[config.mk]
export PLATFORM = sky130hd
export DESIGN_NAME = dem_gio_phut_giay
export DESIGN_NICKNAME = d
export VERILOG_FILES = /design/src/rtl/dem_gio_phut_giay.sv
export SDC_FILE = /design/constraint.sdc
export NUM_CORES = 1
export LEC_CHECK = 0
export ABC_AREA = 1
export CORE_UTILIZATION = 40
export DETAILED_ROUTE_END_ITERATION = 12
export GPL_TIMING_DRIVEN = 0
export PLACE_DENSITY = 0.7
export SLEW_MARGIN = 10
export SYNTH_ARGS = -nofsm -noshare
export SYNTH_HDL_FRONTEND = slang
export SYNTH_SLANG_ARGS = --single-unit
[constraint.sdc]
create_clock -name clk -period 2.4 [get_ports clk]
set_clock_uncertainty 0.2 [all_clocks]
set_input_delay 0.36 -clock clk [delete_from_list [all_inputs] [get_ports clk]]
set_output_delay 0.36 -clock clk [all_outputs]
set_load 0.05 [all_outputs]
[src/rtl/dem_gio_phut_giay.sv]
// rtl/dem_gio_phut_giay.sv - BCD HH:MM:SS time-of-day counter advanced by a synchronised 1 Hz edge
`timescale 1ns/1ps
module dem_gio_phut_giay #(
  parameter int SYNC_STAGES = 2,
  parameter bit H24         = 1'b1
) (
  input  logic       clk,
  input  logic       rst,
  input  logic       xung_1hz,
  input  logic       en,
  input  logic       load,
  input  logic [7:0] load_hh,
  input  logic [7:0] load_mm,
  input  logic [7:0] load_ss,
  input  logic       load_pm,
  output logic [7:0] hh,
  output logic [7:0] mm,
  output logic [7:0] ss,
  output logic       pm,
  output logic       tick_1s,
  output logic       rollover,
  output logic       load_err
);

  localparam int            MW       = $clog2(SYNC_STAGES + 2);
  localparam logic [MW-1:0] MASK_END = MW'(SYNC_STAGES + 1);
  localparam logic [7:0]    HH_RST   = H24 ? 8'h00 : 8'h12;

  logic [SYNC_STAGES-1:0] sync_q;
  logic                   edge_q;
  logic [MW-1:0]          mask_cnt;
  logic                   edge_det;
  logic                   load_ok;
  logic [7:0]             hh_nx, mm_nx, ss_nx;
  logic                   pm_nx, wrap_nx;

  function automatic logic [7:0] bcd_inc(input logic [7:0] v);
    if (v[3:0] == 4'd9) return {v[7:4] + 4'd1, 4'd0};
    return {v[7:4], v[3:0] + 4'd1};
  endfunction

  function automatic logic bcd_ok(input logic [7:0] v);
    return (v[7:4] <= 4'd9) && (v[3:0] <= 4'd9);
  endfunction

  // Mask covers the cycles where the edge register still holds its reset 0.
  assign edge_det = (mask_cnt == MASK_END) && sync_q[SYNC_STAGES-1] && !edge_q;

  // With every digit valid, binary compares order BCD values correctly.
  always_comb begin
    load_ok = bcd_ok(load_hh) && bcd_ok(load_mm) && bcd_ok(load_ss)
              && (load_mm <= 8'h59) && (load_ss <= 8'h59);
    if (H24) begin
      load_ok = load_ok && (load_hh <= 8'h23);
    end else begin
      load_ok = load_ok && (load_hh >= 8'h01) && (load_hh <= 8'h12);
    end
  end

  always_comb begin
    ss_nx   = bcd_inc(ss);
    mm_nx   = mm;
    hh_nx   = hh;
    pm_nx   = pm;
    wrap_nx = 1'b0;
    if (ss == 8'h59) begin
      ss_nx = 8'h00;
      mm_nx = bcd_inc(mm);
      if (mm == 8'h59) begin
        mm_nx = 8'h00;
        if (H24) begin
          if (hh == 8'h23) begin
            hh_nx   = 8'h00;
            wrap_nx = 1'b1;
          end else begin
            hh_nx = bcd_inc(hh);
          end
        end else if (hh == 8'h11) begin
          // Midnight is the pm -> am change at 12 o'clock.
          hh_nx   = 8'h12;
          pm_nx   = ~pm;
          wrap_nx = pm;
        end else if (hh == 8'h12) begin
          hh_nx = 8'h01;
        end else begin
          hh_nx = bcd_inc(hh);
        end
      end
    end
  end

  always_ff @(posedge clk) begin
    if (rst) begin
      sync_q   <= '0;
      edge_q   <= 1'b0;
      mask_cnt <= '0;
      hh       <= HH_RST;
      mm       <= 8'h00;
      ss       <= 8'h00;
      pm       <= 1'b0;
      tick_1s  <= 1'b0;
      rollover <= 1'b0;
      load_err <= 1'b0;
    end else begin
      sync_q   <= {sync_q[SYNC_STAGES-2:0], xung_1hz};
      edge_q   <= sync_q[SYNC_STAGES-1];
      if (mask_cnt != MASK_END) mask_cnt <= mask_cnt + MW'(1);
      tick_1s  <= 1'b0;
      rollover <= 1'b0;
      load_err <= 1'b0;
      if (load) begin
        if (load_ok) begin
          hh <= load_hh;
          mm <= load_mm;
          ss <= load_ss;
          pm <= H24 ? 1'b0 : load_pm;
        end else begin
          load_err <= 1'b1;
        end
      end else if (en && edge_det) begin
        hh       <= hh_nx;
        mm       <= mm_nx;
        ss       <= ss_nx;
        pm       <= pm_nx;
        tick_1s  <= 1'b1;
        rollover <= wrap_nx;
      end
    end
  end

endmodule

==> results of run 1 <==
-- report_power, final --
group | total (W) | internal (W) | switching [W] | leakage, nW
registers | 0.000548 | 0.000541 | 0.00000622 | 0.259
logic | 0.000152 | 0.0000689 | 0.0000828 | 0.786
clock network | 0.000517 | 0.000308 | 0.000208 | 0.0552
total | 0.00122 | 0.000918 | 0.000298 | 1.10
-- layer usage --
layer,global-route usage,routed length (um),vias up
met4,0.0610,48,0
met1,0.289,2410,944
li1,-,-,1081
met3,0.0444,335,6
met5,0,0,-
met2,0.319,2320,68
-- synthesized netlist by cell type (2+ instances only) --
cell type   n
nand3b_1    2
nand4_1     6
clkbuf_1    5
buf_2       2
nor2_1     34
nor2_2      5
xor2_1      6
o21ai_0    29
nand3_1    20
xnor2_1     2
ha_1        9
inv_1      30
a22oi_1     4
o21ai_1     2
inv_2       5
nand2_1    60
a21oi_1    27
dfxtp_1    32
-- state kept, by name, indices dropped and copies added, names as in the netlist --
name / count
hh: 8
mm: 8
ss: 8
mask_cnt: 2
sync_q: 2
edge_q: 1
load_err: 1
rollover: 1
tick_1s: 1
-- area by class of cell --
cell class | instances | area share
Multi-Input combinational cell | 216 | 0.422
Sequential cell | 32 | 0.239
Timing Repair Buffer | 53 | 0.198
Inverter | 36 | 0.0514
Tap cell | 67 | 0.0313
Clock buffer | 6 | 0.0271
Buffer | 9 | 0.0178
Clock inverter | 2 | 0.0131
-- worst reg2reg max path, cell delays in order, from the launching register on --
cell and delay [ns]:
dfxtp_1 0.43, ha_1 0.18, nand2_1 0.06, nor2_2 0.13, inv_2 0.07, nor2_2 0.12
nor2_1 0.11, a21oi_2 0.22, nand2_1 0.15, nand2_1 0.10, a21oi_1 0.06
-- cell usage in the layout, fill, tap and decap left out, types with 2 or more instances in the layout --
| cell type | instances |
|---|---|
| clkbuf_1 | 6 |
| buf_2 | 2 |
| clkdlybuf4s50_1 | 53 |
| inv_2 | 5 |
| o21ai_0 | 29 |
| nand3b_1 | 2 |
| o21ai_1 | 2 |
| xnor2_1 | 2 |
| nand4_1 | 6 |
| a21oi_1 | 27 |
| inv_1 | 30 |
| clkbuf_8 | 5 |
| nand2_1 | 60 |
| nand3_1 | 20 |
| a22oi_1 | 4 |
| nor2_1 | 34 |
| nor2_2 | 5 |
| xor2_1 | 6 |
| dfxtp_1 | 32 |
| ha_1 | 9 |
-- per-stage QoR --
step,total power (W),std cells,setup WS (ns),area (um^2)
after floorplan,0.000638,293,0.303,1950
after global placement,0.000709,413,0.183,2570
after detailed placement,0.000711,413,0.181,2570
after CTS,0.00123,421,0.254,2680
after global routing,0.00126,421,0.172,2680
final,0.00122,421,0.259,2680
-- worst paths after layout --
kind,from,end,depth (start not counted)
hold reg to reg,sync_q[0]$_SDFF_PP0_,sync_q[1]$_SDFF_PP0_,2
hold / removal,sync_q[0]$_SDFF_PP0_,sync_q[1]$_SDFF_PP0_,2
setup / recovery,hh[0]$_SDFFE_PP0P_,hh[0],1
setup reg to reg,ss[0]$_SDFFE_PP0P_,hh[2]$_SDFFE_PP0P_,10
-- cell families after synthesis --
family	count (synthesis)	synth area share
xor gates and xnor gates	8	0.0359
and+or+nand+nor	132	0.302
DFF	32	0.328
buffers and inverters	45	0.0948
other	1	0.00192
AOI/OAI and AO/OA	66	0.180
adders and majority gates	9	0.0576
==> flow_summary.toml, run 1 <==
[power_and_ir_drop]
peakVddDrop_v = 0.000251
p_leak_nw = 1.10
powerDensity_nw_per_um2 = 454

[global_route]
grt_pass1_vias = 1791
gr-usage-all-layers = 0.206
grt_max_degree = 11
antenna_found_initial = 0
grt_pass1_wl_um = 8280
grt_remaining_overflow = 0

[worst_setup_path]
cpPeakStageDelay_ns = 0.85
slowest_stage = "clkdlybuf4s50_1"
cp_data_arrival_time_ns = 1.58
cp.required_ns = 1.84
crit_buf_inv = 1
crit_chain = "clkdlybuf4s50_1"
cp_max_fo = 8
cp-start-kind = "flop"
worstSetupPathType = "flop to primary output"
crit_family = "buffers and inverters"
r2r_slack_ns = 0.44
end_kind = "primary output"

[logic_synthesis]
ys_ff_latch = 32
seq_area_frac_synth = 0.328
syn_avg_cell_area_um2 = 6.67
synthFlopType = "dfxtp_1"
netlist-cell-type-count = 31
synth_area_leaders = "dfxtp_1, nand2_1, o21ai_0"
async_flop_share = 0
netlist.area_leader.share = 0.328
synth_area_leader_cell = "dfxtp_1"
syn_area_um2 = 1950
syn_nets = 332
synth_edf_count = 0
synth_cells = 293
yosysWarnings = 0

[floorplanning]
initial_utilization = 0.414
die_w_um = 71.9
die_h_um = 71.9
coreArea_um2 = 4720
fp-row-count = 25
die_area_um2 = 5170
ios = 58

[finish]
area_delta_synth_final_pct = 36.9
nNetsFinal = 392
multiInputGateArea_um2 = 1130
num_antenna_cells = 0
final_layout_size_suffix_gt1_frac = 0.0791
regArea_um2 = 641
fill_cells = 484
final_util = 0.567

[timing]
report.final.slew_viol_count = 0
tightest_slew_ns = 0.501
finalCriticalPeriod_ns = 2.14
max_freq_mhz = 467
hold-worst-slack_ns = 0.206
rsz0062_at_grt = "no"
setup_tns_ns = 0
relSlewSlack = 0.665
setup_viol = 0
hold_violations = 0
fin_crit_sh = 0.892

[outcome]
status = "finished, final reports clean"

[run]
max-cap-violations = 0

[clock_tree]
post_cts_buffers = 0
clockBufferDepth = 2
clock-sinks = 32
hold_buffers = 0
cts_resized = 0
h-tree-depth = 2
cts-root-buf = "clkbuf_8"
cts_tree = "built"
cts-buffers-inserted = 5
insertion_delay_ns = 0.29
clkTransAtPathRegs_ns = 0.07

[routing]
ant_nets = 0
dr.pass1.iters = 4
vias_per_cell = 4.99
drt_iter0_drc = 120
drt_drc_violations_left = 0
vias = 2099
wirelength_um = 5120
wl_per_cell_um = 12.2

[placed_design]
io_buffers = 53
dp_hpwl_um = 3860
gp_congestion = 0.829

[hold_path]
hp-class = "flop to flop"
Power figures use the tool's default switching activity.
==> run 2: changes to the inputs <==
--- a/config.mk
+++ b/config.mk
@@ -9,7 +9,7 @@
 export CORE_UTILIZATION = 40
 export DETAILED_ROUTE_END_ITERATION = 12
 export GPL_TIMING_DRIVEN = 0
-export PLACE_DENSITY = 0.7
+export PLACE_DENSITY = 0.68
 export SLEW_MARGIN = 10
 export SYNTH_ARGS = -nofsm -noshare
 export SYNTH_HDL_FRONTEND = slang
==> run 2 against run 1 <==
Effect of this change: cell count unchanged; wire length down 2.0%; sequential power about the same; die area unchanged; power down 6.5%; largest power group unchanged; count of clock-buffer cells in the layout up 2; maximum frequency up 0.22%; design area down 0.65%; critical endpoint unchanged; worst hold slack worse by 0.0029 ns.
==> flow_summary.toml, run 2 (synthesis gave the netlist of run 1 again) <==
[finish]
num_antenna_cells = 0
final_layout_size_suffix_gt1_frac = 0.0763
area_delta_synth_final_pct = 36.0
final_cell_mix = "nand2_1, clkdlybuf4s50_1, nor2_1"
fill_cells = 468
layout_commonest_cell = "nand2_1"
nNetsFinal = 392
reg_top3 = "hh (8), mm (8), ss (8)"

[floorplanning]
die_w_um = 71.9
die_area_um2 = 5170
fp-row-count = 25
die_h_um = 71.9
coreArea_um2 = 4720
ios = 58
initial_utilization = 0.414

[timing]
rsz0062_at_grt = "no"
max_freq_mhz = 468
setup_tns_ns = 0
setup_ws_ns = 0.264
finalCriticalPeriod_ns = 2.14
tightest_slew_ns = 0.506
setup_viol = 0
relSlewSlack = 0.662
hold_violations = 0
fin_crit_sh = 0.890
report.final.slew_viol_count = 0

[worst_setup_path]
cp-start-kind = "flop"
r2r_end = "hh[1]$_SDFFE_PP0P_"
cp.required_ns = 1.84
r2r-start = "ss[0]$_SDFFE_PP0P_"
r2r_cells = 10
slowest_stage = "clkdlybuf4s50_1"
crit_chain = "clkdlybuf4s50_1"
cp_data_arrival_time_ns = 1.58
cpPeakStageDelay_ns = 0.85
crit_buf_inv = 1
cp_max_fo = 8
crit_family = "buffers and inverters"
worstSetupPathType = "flop to primary output"
end_kind = "primary output"
r2r_slack_ns = 0.44

[routing]
drt_drc_violations_left = 0
dr.pass1.iters = 4
wl_per_cell_um = 11.9
ant_nets = 0
wirelength_um = 5020
vias_per_cell = 4.94
vias = 2081
drt_iter0_drc = 153

[global_route]
gr-usage-all-layers = 0.198
grt_remaining_overflow = 0
grt_max_degree = 11
antenna_found_initial = 0
grt_pass1_vias = 1713
grt_pass1_wl_um = 7870

[placed_design]
pre_cts_slack_ns = 0.183
gp_congestion = 0.858
dp_hpwl_um = 3750
io_buffers = 53

[clock_tree]
hold_buffers = 0
cts-root-buf = "clkbuf_8"
clkTransAtPathRegs_ns = 0.06
clock-sinks = 32
h-tree-depth = 2
cts-buffers-inserted = 5
insertion_delay_ns = 0.29
cts_tree = "built"
post_cts_buffers = 0
cts_resized = 0
clockBufferDepth = 2

[run]
max-cap-violations = 0

[power_and_ir_drop]
p_leak_nw = 1.09
powerDensity_nw_per_um2 = 428
peakVddDrop_v = 0.000226

[hold_path]
holdPathEnd = "sync_q[1]$_SDFF_PP0_"
holdPathStages = 2
min_from = "sync_q[0]$_SDFF_PP0_"
hp-class = "flop to flop"

[outcome]
status = "finished, final reports clean"
==> run 2: cell type report <==
type                       count  area (um^2)  area share
buffer                         9         47.5      0.0179
multi-input combinational    216         1130       0.424
timing repair buffer          53          531       0.200
inverter                      36          138      0.0518
tap                           67         83.8      0.0315
sequential                    32          641       0.241
clock buffer                   8         90.1      0.0339
==> run 2: power breakdown <==
part	internal, W	switching (W)
clock network	0.000234	0.000204
registers	0.000541	0.00000606
logic	0.0000689	0.0000828
total	0.000844	0.000293
==> run 2: metal layers <==
layer	GRT usage	vias to the layer above	part of all wire
met1	0.274	938	0.47
met4	0.0654	0	0.012
li1	-	1070	-
met3	0.0472	7	0.068
met5	0	-	0
met2	0.303	66	0.45
==> run 2: worst max path at each step <==
stage,from,to,cells after the start
global placement,load_ss[1],hh[5]$_SDFFE_PP0P_,9
floorplan,ss[0]$_SDFFE_PP0P_,hh[0]$_SDFFE_PP0P_,10
finish,hh[0]$_SDFFE_PP0P_,hh[0],1
CTS,hh[0]$_SDFFE_PP0P_,hh[0],1
detailed placement,load_ss[1],hh[7]$_SDFFE_PP0P_,9
global route,hh[0]$_SDFFE_PP0P_,hh[0],1
==> run 2: metrics by stage <==
stage	power, W	area (um^2)	std cells	hold WS [ns]	util
final	0.00114	2660	421	0.203	0.563
after detailed placement	0.000710	2570	413	0.202	0.544
after floorplan	0.000638	1950	293	0.188	-
after global routing	0.00119	2660	421	0.222	0.563
after global placement	0.000709	2570	413	0.197	0.544
after CTS	0.00114	2660	421	0.208	0.563
